$ cat config.mk
export PLATFORM = sky130hd
export DESIGN_NAME = spi_controller
export DESIGN_NICKNAME = d
export VERILOG_FILES = /design/src/rtl/spi_controller.sv
export SDC_FILE = /design/constraint.sdc
export NUM_CORES = 1
export LEC_CHECK = 0
export ABC_CLOCK_PERIOD_IN_PS = 2920
export BUFFER_PORTS_ARGS = -buffer_cell sky130_fd_sc_hd__buf_2
export CORE_UTILIZATION = 40
export DETAILED_ROUTE_END_ITERATION = 8
export GPL_TIMING_DRIVEN = 0
export MAX_ROUTING_LAYER = met4
export PLACE_DENSITY = 0.62
export REMOVE_ABC_BUFFERS = 1
export SYNTH_ARGS = -nofsm -noshare
export SYNTH_HDL_FRONTEND = slang
export SYNTH_SLANG_ARGS = --single-unit
$ cat constraint.sdc
create_clock -name clk -period 2.92 [get_ports clk]
set_input_delay 0.146 -clock clk [delete_from_list [all_inputs] [get_ports clk]]
set_output_delay 0.146 -clock clk [all_outputs]
set_load 0.05 [all_outputs]
$ cat src/rtl/spi_controller.sv
// SPI mode-0 initiator: serialises one 16-bit frame {rw, addr[6:0], data[7:0]}
// MSB first on copi, with sclk idling low and ncs framing the transfer.
// Frame sequence: IDLE -> SHIFT (16 bits) -> HOLD (ncs low) -> GAP (ncs high) -> IDLE.
module spi_controller #(
   parameter int CLK_DIV = 4   // clk cycles per sclk half-period, legal 1..255
) (
   input  logic       clk,
   input  logic       rst_n,
   input  logic       req_valid,
   output logic       req_ready,
   input  logic       req_rw,
   input  logic [6:0] req_addr,
   input  logic [7:0] req_data,
   output logic       sclk,
   output logic       copi,
   output logic       ncs,
   output logic       busy,
   output logic       done
);

   typedef enum logic [1:0] {
      IDLE  = 2'd0,
      SHIFT = 2'd1,
      HOLD  = 2'd2,
      GAP   = 2'd3
   } state_t;

   localparam logic [7:0] HALF_MAX = 8'(CLK_DIV - 1);

   state_t      state;
   logic [15:0] shift;     // frame latched at accept; shifted left on each sclk fall
   logic [7:0]  hcnt;      // clk cycles elapsed within the current half-period
   logic [3:0]  bit_cnt;   // bits completed; the fall that ends bit 15 ends SHIFT
   logic        half_done;

   // The controller can accept a new frame only while idle.
   assign req_ready = (state == IDLE);
   assign half_done = (hcnt == HALF_MAX);

   // Frame sequencer: every output except req_ready is a register updated here.
   always_ff @(posedge clk or negedge rst_n) begin
      if (!rst_n) begin
         state   <= IDLE;
         shift   <= '0;
         hcnt    <= '0;
         bit_cnt <= '0;
         sclk    <= 1'b0;
         copi    <= 1'b0;
         ncs     <= 1'b1;
         busy    <= 1'b0;
         done    <= 1'b0;
      end else begin
         // NOTE: non-blocking assignments throughout, so every branch reads the
         // pre-edge values of sclk/shift/bit_cnt regardless of statement order.
         done <= 1'b0;
         case (state)
            IDLE: begin
               if (req_valid) begin
                  shift   <= {req_rw, req_addr, req_data};
                  copi    <= req_rw;
                  ncs     <= 1'b0;
                  busy    <= 1'b1;
                  sclk    <= 1'b0;
                  hcnt    <= '0;
                  bit_cnt <= '0;
                  state   <= SHIFT;
               end
            end
            SHIFT: begin
               if (half_done) begin
                  hcnt <= '0;
                  sclk <= ~sclk;
                  // Falling edge: advance to the next bit, or stop after bit 15
                  // leaving copi on the last bit.
                  if (sclk) begin
                     bit_cnt <= bit_cnt + 4'd1;
                     if (bit_cnt == 4'd15) begin
                        state <= HOLD;
                     end else begin
                        shift <= {shift[14:0], 1'b0};
                        copi  <= shift[14];
                     end
                  end
               end else begin
                  hcnt <= hcnt + 8'd1;
               end
            end
            HOLD: begin
               if (half_done) begin
                  hcnt  <= '0;
                  ncs   <= 1'b1;
                  sclk  <= 1'b0;
                  copi  <= 1'b0;
                  state <= GAP;
               end else begin
                  hcnt <= hcnt + 8'd1;
               end
            end
            GAP: begin
               if (half_done) begin
                  hcnt  <= '0;
                  done  <= 1'b1;
                  busy  <= 1'b0;
                  state <= IDLE;
               end else begin
                  hcnt <= hcnt + 8'd1;
               end
            end
            default: state <= IDLE;
         endcase
      end
   end

endmodule

==> out/metrics.yaml <==
outcome: "finished, final reports clean"
max-vdd-ir-drop_uv: 212
end_kind: "flip-flop"
start_util: 0.415
grt_pass1_wl_um: 6740
final_nets: 247
async_reset_ff_frac: 1.00
drt_iter0_markers: 77
cp_max_fo: 17
crit_required_ps: 3100
first_pass_iters: 4
die-area_mm2: 0.00519
num_antenna_cells: 0
worst_pin_slew_ps: 770
worst_slack_ps: 338
final_hold_viol_count: 0
grtUsageTotal: 0.177
cts.sinks: 34
cts_root_buffer: "clkbuf_8"
overflow: 0
crit_start: "state[0]$_DFFE_PN0P_"
powerDensity_mw_per_mm2: 407
fin_crit_sh: 0.884
drive_gt1_frac: 0.220
routed_wl_um: 4070
setup_violations: 0
fin_crit_ps: 2580
yosys_register_bits: 34
synth_top_area_share: 0.421
area.growth.synth_to_final_pct: 15.1
dieWidth_um: 72.0
grt_max_degree: 41
top_level_ports: 25
routabilityCongestion: 0.828
rsz0062_at_grt: "false"
cap_violations: 0
fin_worst_skew_ps: 5.86
post_drt_wl_per_cell_um: 14.0
fmax_ghz: 0.387
port_buffers: 24
slew_violations: 0
drc: 0
max_slew_margin: 0.487
cp.arrival_ps: 2760
synth.area.top_cells: "dfrtp_1 42%, nand3_1 5.1%, a22oi_1 5.0%"
hpwl_um: 2610
criticalPathCategory: "flip-flop to flip-flop"
yosysMostFrequentCell: "dfrtp_1"
power_leakage_nw: 0.974
cts_tree: "done"
stdcell_area_mm2: 0.00226
synthCells: 200
startpoint_type: "flip-flop"
die_h_um: 72.0
synthesis.area_mm2: 0.00196
avgSynthCellArea_um2: 9.81
synth-seq-area-share: 0.434
clk_latency_ps: 290
r2r_start: "state[0]$_DFFE_PN0P_"
holdWs_ps: 93.5
post-place-ws_ps: -635
placed_cells: 279
yosysWarningCount: 0
vias: 1574
synth_edf_count: 0
coreArea_mm2: 0.00472
synthFlopType: "dfrtp_1"
postRouteAntennaNets: 0
fin_cells: 290
placed_area_mm2: 0.00211
grt_pass1_vias: 1381
htreeDepth: 2
rows: 25
synth_cell_types: 46
synth.largest_area_cell: "dfrtp_1"
antenna_found_initial: 0
hold_start: "req_data[0]"
synthTopCellsByCount: "33 x dfrtp_1, 23 x nand2_1, 20 x nand3_1, 13 x a22oi_1, 12 x o211ai_1"
hp-class: "primary input to flip-flop"
cts-buffers-inserted: 5
viasPerCell: 5.43
clockBufferDepth: 2
clkTransAtPathRegs_ps: 70
-- state kept, by name (all words and copies together), names as in the netlist --
register / flops
bit_cnt: 4
busy: 1
copi: 1
done: 1
hcnt: 8
ncs: 1
sclk: 1
shift: 15
state: 2
-- final cells by class --
type / instances / area [um2]
fillers: 451 / 2460
clock inverters: 1 / 30.0
well taps: 67 / 83.8
repair buffers: 28 / 156
flip-flops and latches: 34 / 852
multi-input cells: 148 / 1040
inverters: 5 / 18.8
clock buffers: 7 / 76.3
-- placed cells by master (no fill, tap or decap), types with 5 or more instances in the layout --
cell      netlist  routed
a22o_1          7       7
a22oi_1        13      13
and3_1          5       5
buf_2           4      24
clkbuf_8        0       5
dfrtp_1        33      33
ha_1            6       5
inv_1           5       5
mux2_2          5       5
nand2_1        23      23
nand3_1        20      20
nor2_1          6       5
o211ai_1       12      12
o21ai_0         9       9
-- cells by family after synthesis --
family                     count (synthesis)  synth area share
muxes                                      9            0.0491
adders and majority gates                  6            0.0383
DFF                                       34             0.434
xor gates and xnor gates                   5            0.0223
buffers and inverters                     18            0.0446
AOI/OAI and AO/OA                         53             0.196
and+or+nand+nor                           75             0.216
-- critical path, stage by stage, from the launching register on --
cell and delay (ps):
dfrtp_1 440, inv_1 100, ha_1 510, mux2i_2 250, buf_6 230, nor2_2 510, nor2_2 100, a211o_1 310
-- per-layer routing --
layer | part of all wire | track usage | vias up
met1 | 0.50 | 0.246 | 743
met3 | 0.039 | 0.0486 | 7
li1 | - | - | 792
met4 | 0.017 | 0.0784 | 0
met5 | 0 | - | -
met2 | 0.45 | 0.242 | 32
-- report_power, final --
part           leakage, nW  switching, mW  internal [mW]
Clock               0.0524          0.169          0.255
Combinational        0.528         0.0143         0.0104
Sequential           0.394              0          0.471
Total                0.974          0.183          0.737
-- final timing paths --
kind	to	slack (ps)	cells past startpoint
max	shift[1]$_DFFE_PN0P_	340	7
max in group asynchronous	hcnt[6]$_DFFE_PN0N_	1970	2
max reg2reg	shift[1]$_DFFE_PN0P_	340	7
min in group asynchronous	busy$_DFFE_PN0P_	470	2
min	shift[0]$_DFFE_PN0P_	90	2
min reg2reg	shift[0]$_DFFE_PN0P_	500	1
-- metrics by stage --
step | power, mW | setup TNS (ps) | utilization
6_report | 0.920 | 0 | 0.478
5_1_grt | 0.958 | 0 | 0.478
4_1_cts | 0.937 | 0 | 0.473
2_1_floorplan | 0.481 | -6030 | -
3_5_place_dp | 0.505 | -7330 | 0.447
3_3_place_gp | 0.505 | -20720 | 0.444
-- what timing repair did --
item | in CTS | in global routing
cloned | 0 | 0
setup buffers | 0 | 2
hold endpoints to repair | 33 | 0
endpoints found under the setup margin | 15 | 15
pin swaps | 0 | 1
hold buffers | 1 | 0
gates resized for setup | 2 | 1
Note: power is estimated with default switching activity, not from simulation.
